**src/rtl/kernel_if_pkg.sv**
```systemverilog
// Shared definitions for initiators of start/finish kernels produced by the
// HLS flow: invoker FSM states, default widths and the response record.
// No ports (package).
package kernel_if_pkg;

    localparam int DEF_DATA_W = 32;
    localparam int DEF_CNT_W  = 32;

    typedef enum logic [2:0] {
        IDLE,
        CRST,
        LAUNCH,
        WAIT,
        RESP
    } kstate_e;

    // Response record at the default widths. Invokers built with other
    // widths declare the same field layout locally.
    typedef struct packed {
        logic [DEF_DATA_W-1:0] ret;
        logic                  err;
        logic [DEF_CNT_W-1:0]  cycles;
    } kresp_t;

endpackage

```
**src/rtl/collatz_invoker.sv**
```systemverilog
// Caller side of a scalar-argument / scalar-return start/finish kernel.
// Per accepted request: hold the callee in reset for RST_CYCLES, pulse start
// for one cycle, wait for finish (or TIMEOUT), then present the result on a
// valid/ready response stream. One invocation in flight at a time.
//
// Ports:
//   clk, rst                    clock, synchronous active-high reset
//   req_valid/req_ready/req_arg request stream (argument)
//   resp_valid/resp_ready       response stream handshake
//   resp_ret/resp_err/resp_cycles  return value, timeout flag, latency
//   callee_rst_n/start/arg      drive to the kernel instance
//   callee_finish/callee_ret    status from the kernel instance
module collatz_invoker
    import kernel_if_pkg::*;
#(
    parameter int DATA_W     = DEF_DATA_W,
    parameter int RST_CYCLES = 2,
    parameter int TIMEOUT    = 1048576,
    parameter int CNT_W      = DEF_CNT_W
) (
    input  logic              clk,
    input  logic              rst,
    input  logic              req_valid,
    output logic              req_ready,
    input  logic [DATA_W-1:0] req_arg,
    output logic              resp_valid,
    input  logic              resp_ready,
    output logic [DATA_W-1:0] resp_ret,
    output logic              resp_err,
    output logic [CNT_W-1:0]  resp_cycles,
    output logic              callee_rst_n,
    output logic              callee_start,
    output logic [DATA_W-1:0] callee_arg,
    input  logic              callee_finish,
    input  logic [DATA_W-1:0] callee_ret
);

    typedef struct packed {
        logic [DATA_W-1:0] ret;
        logic              err;
        logic [CNT_W-1:0]  cycles;
    } resp_t;

    localparam logic [CNT_W-1:0] RST_LAST = CNT_W'(RST_CYCLES - 1);
    localparam logic [CNT_W-1:0] TO_LAST  = CNT_W'(TIMEOUT - 1);
    localparam logic [CNT_W-1:0] TO_CYC   = CNT_W'(TIMEOUT);

    kstate_e           state, state_nx;
    logic [CNT_W-1:0]  cnt, cnt_nx;     // CRST length, then latency/timeout
    logic [DATA_W-1:0] arg_q;
    resp_t             resp_q, resp_nx;
    logic              accept;

    assign accept = (state == IDLE) && req_valid && req_ready;

    always_comb begin
        state_nx = state;
        cnt_nx   = cnt;
        resp_nx  = resp_q;
        unique case (state)
            IDLE: begin
                if (accept) begin
                    state_nx = CRST;
                    cnt_nx   = '0;
                end
            end
            CRST: begin
                if (cnt == RST_LAST) begin
                    state_nx = LAUNCH;
                    cnt_nx   = '0;
                end else begin
                    cnt_nx = cnt + 1'b1;
                end
            end
            LAUNCH: begin
                // counter is 0 during the launch cycle
                state_nx = WAIT;
                cnt_nx   = cnt + 1'b1;
            end
            WAIT: begin
                // finish takes priority over a timeout in the same cycle
                if (callee_finish) begin
                    state_nx = RESP;
                    resp_nx  = '{ret: callee_ret, err: 1'b0, cycles: cnt};
                end else if (cnt >= TO_LAST) begin
                    state_nx = RESP;
                    resp_nx  = '{ret: '0, err: 1'b1, cycles: TO_CYC};
                end else begin
                    cnt_nx = cnt + 1'b1;
                end
            end
            RESP: begin
                if (resp_ready) state_nx = IDLE;
            end
            default: state_nx = IDLE;
        endcase
    end

    // Handshake/callee controls are registered from the next state so they
    // line up with the state register and never glitch.
    always_ff @(posedge clk) begin
        if (rst) begin
            state        <= IDLE;
            cnt          <= '0;
            arg_q        <= '0;
            resp_q       <= '0;
            req_ready    <= 1'b0;
            resp_valid   <= 1'b0;
            callee_rst_n <= 1'b0;
            callee_start <= 1'b0;
        end else begin
            state        <= state_nx;
            cnt          <= cnt_nx;
            resp_q       <= resp_nx;
            if (accept) arg_q <= req_arg;
            req_ready    <= (state_nx == IDLE);
            resp_valid   <= (state_nx == RESP);
            // idle callee stays held in reset; released from launch onward
            callee_rst_n <= (state_nx == LAUNCH) || (state_nx == WAIT) ||
                            (state_nx == RESP);
            callee_start <= (state_nx == LAUNCH);
        end
    end

    assign callee_arg  = arg_q;
    assign resp_ret    = resp_q.ret;
    assign resp_err    = resp_q.err;
    assign resp_cycles = resp_q.cycles;

endmodule

```
**config.mk**
```make
export PLATFORM = sky130hd
export DESIGN_NAME = collatz_invoker
export DESIGN_NICKNAME = d
export VERILOG_FILES = /design/src/rtl/kernel_if_pkg.sv /design/src/rtl/collatz_invoker.sv
export SDC_FILE = /design/constraint.sdc
export NUM_CORES = 1
export LEC_CHECK = 0
export CAP_MARGIN = 20
export CORE_ASPECT_RATIO = 0.7
export CORE_MARGIN = 5
export CORE_UTILIZATION = 40
export CTS_CLUSTER_SIZE = 30
export DETAILED_ROUTE_END_ITERATION = 12
export DONT_BUFFER_PORTS = 1
export HOLD_SLACK_MARGIN = 0.06
export PLACE_DENSITY_LB_ADDON = 0.05
export SYNTH_ARGS = -nofsm -noshare
export SYNTH_HDL_FRONTEND = slang
export SYNTH_SLANG_ARGS = --single-unit
```
**constraint.sdc**
```tcl
create_clock -name clk -period 4.56 [get_ports clk]
set_input_delay 0.456 -clock clk [delete_from_list [all_inputs] [get_ports clk]]
set_output_delay 0.456 -clock clk [all_outputs]
set_load 0.1 [all_outputs]
```
==> reports/metrics.csv <==
metric,value,unit
status,"finished, final reports clean",
synth_top_family_by_area,compound AO/OA/AOI/OAI gates,
cap_violations,0,
min_path_type,in -> reg,
fin_nets,595,
path_cells,nor4_1 > nand3_1 > a211o_1 > a21oi_4 > buf_4 > a22o_1,
met2_usage,25.4,%
synth-seq-cells,136,
place_ws,1750,ps
powerDensity,526,mW/mm^2
critPathKind,reg -> reg,
r2r_start,cnt[26],
antenna_found_initial,1,
wl_per_cell,18.8,um
num-fill-cells,1181,
crit_start,cnt[26],
finalCriticalPeriod,2800,ps
fmax,0.357,GHz
critical_path.max_stage_delay,500,ps
cts_htree_levels,4,
reg2reg_depth,6,
grt_max_degree,45,
routed_wl,13100,um
rsz0062_at_grt,false,
cts_resized,0,
num_rows,34,
fin_cells,699,
synth_fa_ha_area_share,0.490,%
holdPathStages,1,
port_buffers,0,
synth_xor_xnor_area_share,0.687,%
syn_area,0.00510,mm^2
gp_routability_congestion,0.828,
drive_gt1_share,8.38,%
fp.dieW,145,um
grt_usage,17.0,%
grt_use_met1,22.3,%
fin_ws,1760,ps
ys_top_cells_by_area,"dfxtp_1 53%, a22o_1 11%, a21oi_1 6.2%",
route.vias.total,4080,
synth_compound_area_share,23.4,%
drt_iter0_drc,240,
post-cts-setup-buffer-count,0,
min_period_over_period,61.4,%
netlist_instances,534,
grt.busiest_layer,met2,
min_from,rst,
use_met3,7.27,%
avgSynthCellArea,9.56,um^2
hold_viol,0,
firstDrtPassIters,4,
yosysSeqAreaShare,53.4,%
cts_sinks,136,
setup_viol,0,
synth_mux_area_share,0,%
hpwl,9000,um
die-height,104,um
grt_pass1_wl,21300,um
worst_clock_skew,9.70,ps
cts_buffer_depth,2,
max-slew-margin-rel,31.7,%
critPathRequiredTime,4910,ps
cts_made_buffers,17,
placed_cells,667,
leakage,1.99,nW
cp_slowest_cell,a21oi_4,
cp_max_fo,44,
insertion_delay,410,ps
worst_setup_path_end_kind,flip-flop,
finalSetupTns,0,ps
ios,170,
initial_core_util,40.9,%
dieArea,0.0152,mm^2
cts_root_buffer,clkbuf_16,
post-route-drc-count,0,
yosysUniqueCellTypes,43,
yosys_warnings,0,
slew_viol_final,0,
clk_pin_slew,60,ps
coreArea,0.0125,mm^2
crit_arrival,3150,ps
synth_nets,605,
holdWs,109,ps
vdd_drop_max,0.000264,V
ant_nets,0,
n_antenna_cell,0,
overflow,0,
yosys.area_share.simple,17.9,%
cts_hold_buf,0,
synth_top_area_cell,dfxtp_1,
syn_to_final_growth,14.2,%
vias_per_cell,5.84,
cts_tree,yes,
synth_top_area_share,53.4,%
startpoint_type,flip-flop,
max_slew.worst_pin.slew,1020,ps
grt_pass1_vias,3969,
[placed cells by master (no fill, tap or decap), types with 4 or more instances in the layout]
| cell | synthesis | final |
|---|---|---|
| a21oi_1 | 63 | 63 |
| a22o_1 | 63 | 63 |
| and3_1 | 5 | 5 |
| buf_4 | 1 | 6 |
| bufinv_16 | 0 | 5 |
| clkbuf_16 | 0 | 17 |
| clkinv_4 | 0 | 4 |
| dfxtp_1 | 136 | 136 |
| inv_1 | 6 | 6 |
| nand2_1 | 84 | 84 |
| nand3_1 | 18 | 18 |
| nand4_1 | 11 | 11 |
| nor2_1 | 13 | 12 |
| nor4_1 | 11 | 10 |
| o21ai_0 | 9 | 9 |
| o31ai_1 | 16 | 16 |
| or3_1 | 10 | 10 |
| or4_1 | 13 | 13 |
[area by class of cell]
class	instances	area, um^2	share of cell area [%]
Timing Repair Buffer	6	45.0	0.773
Inverter	6	22.5	0.387
Multi-Input combinational cell	357	2180	37.4
Clock buffer	18	429	7.37
Clock inverter	14	224	3.84
Sequential cell	136	2720	46.7
Tap cell	162	203	3.48
[final timing paths]
kind                         to  slack, ps
hold / removal    callee_arg[4]        110
setup / recovery    resp_ret[6]       1760
hold reg to reg         cnt[31]        520
setup reg to reg    resp_ret[6]       1760
[registers in the layout, summed over array words and instances, names as in the netlist]
| register | flops |
|---|---|
| callee_rst_n | 1 |
| resp_err | 1 |
| state | 3 |
| resp_ret | 32 |
| callee_arg | 32 |
| resp_cycles | 32 |
| req_ready | 1 |
| resp_valid | 1 |
| cnt | 32 |
| callee_start | 1 |
[cell usage after synthesis]
cell         n
a2111oi_0    1
a211o_1      2
a211oi_1     2
a211oi_2     1
a21o_1       1
a21oi_1     63
a21oi_4      1
a22o_1      63
a31o_2       3
a31oi_1      2
and3_1       5
and3b_1      1
and4_1       3
buf_2        8
buf_4        1
buf_6        6
clkbuf_1    20
dfxtp_1    136
ha_1         2
inv_1        6
nand2_1     84
nand3_1     18
nand3b_1     3
nand4_1     11
nand4b_1     2
nor2_1      13
nor2_2       1
nor3_1       2
nor3b_1      1
nor4_1      11
nor4b_1      1
o211a_1      1
o211ai_1     1
o21a_1       1
o21ai_0      9
o21ai_1      1
o31ai_1     16
o41ai_1      2
or3_1       10
or4_1       13
or4b_1       2
xnor2_1      1
xor2_1       3
[per-layer routing]
metal / vias to the layer above / part of all wire (%)
met2: 121 / 45
met1: 1965 / 47
met5: - / 0.053
li1: 1978 / -
met3: 14 / 7.7
met4: 2 / 1.1
[worst max-delay path: cells and delay by family (launching register included)]
family	cells	cell delay (ps)
AOI/OAI and AO/OA	3	1110
buffers and inverters	1	500
DFF	1	360
and+or+nand+nor	2	720
[kinds of logic after synthesis]
group	after synthesis
buf+inv	41
simple gates	181
flops	136
xor+xnor	4
compound gates	170
fa+ha+maj	2
[metrics by stage]
stage | utilization, % | power, W | cell area (um^2)
2_1_floorplan | - | 0.00157 | 5100
3_3_place_gp | 41.5 | 0.00160 | 5170
3_5_place_dp | 41.5 | 0.00160 | 5170
4_1_cts | 46.7 | 0.00311 | 5830
5_1_grt | 46.7 | 0.00319 | 5830
6_report | 46.7 | 0.00307 | 5830
[power by group]
part	leakage (nW)	internal, W	switching (W)
logic	0.582	0.0000473	0.000117
registers	1.10	0.00122	0.000191
clock network	0.308	0.000975	0.000516
(Power assumes the default switching activity.)
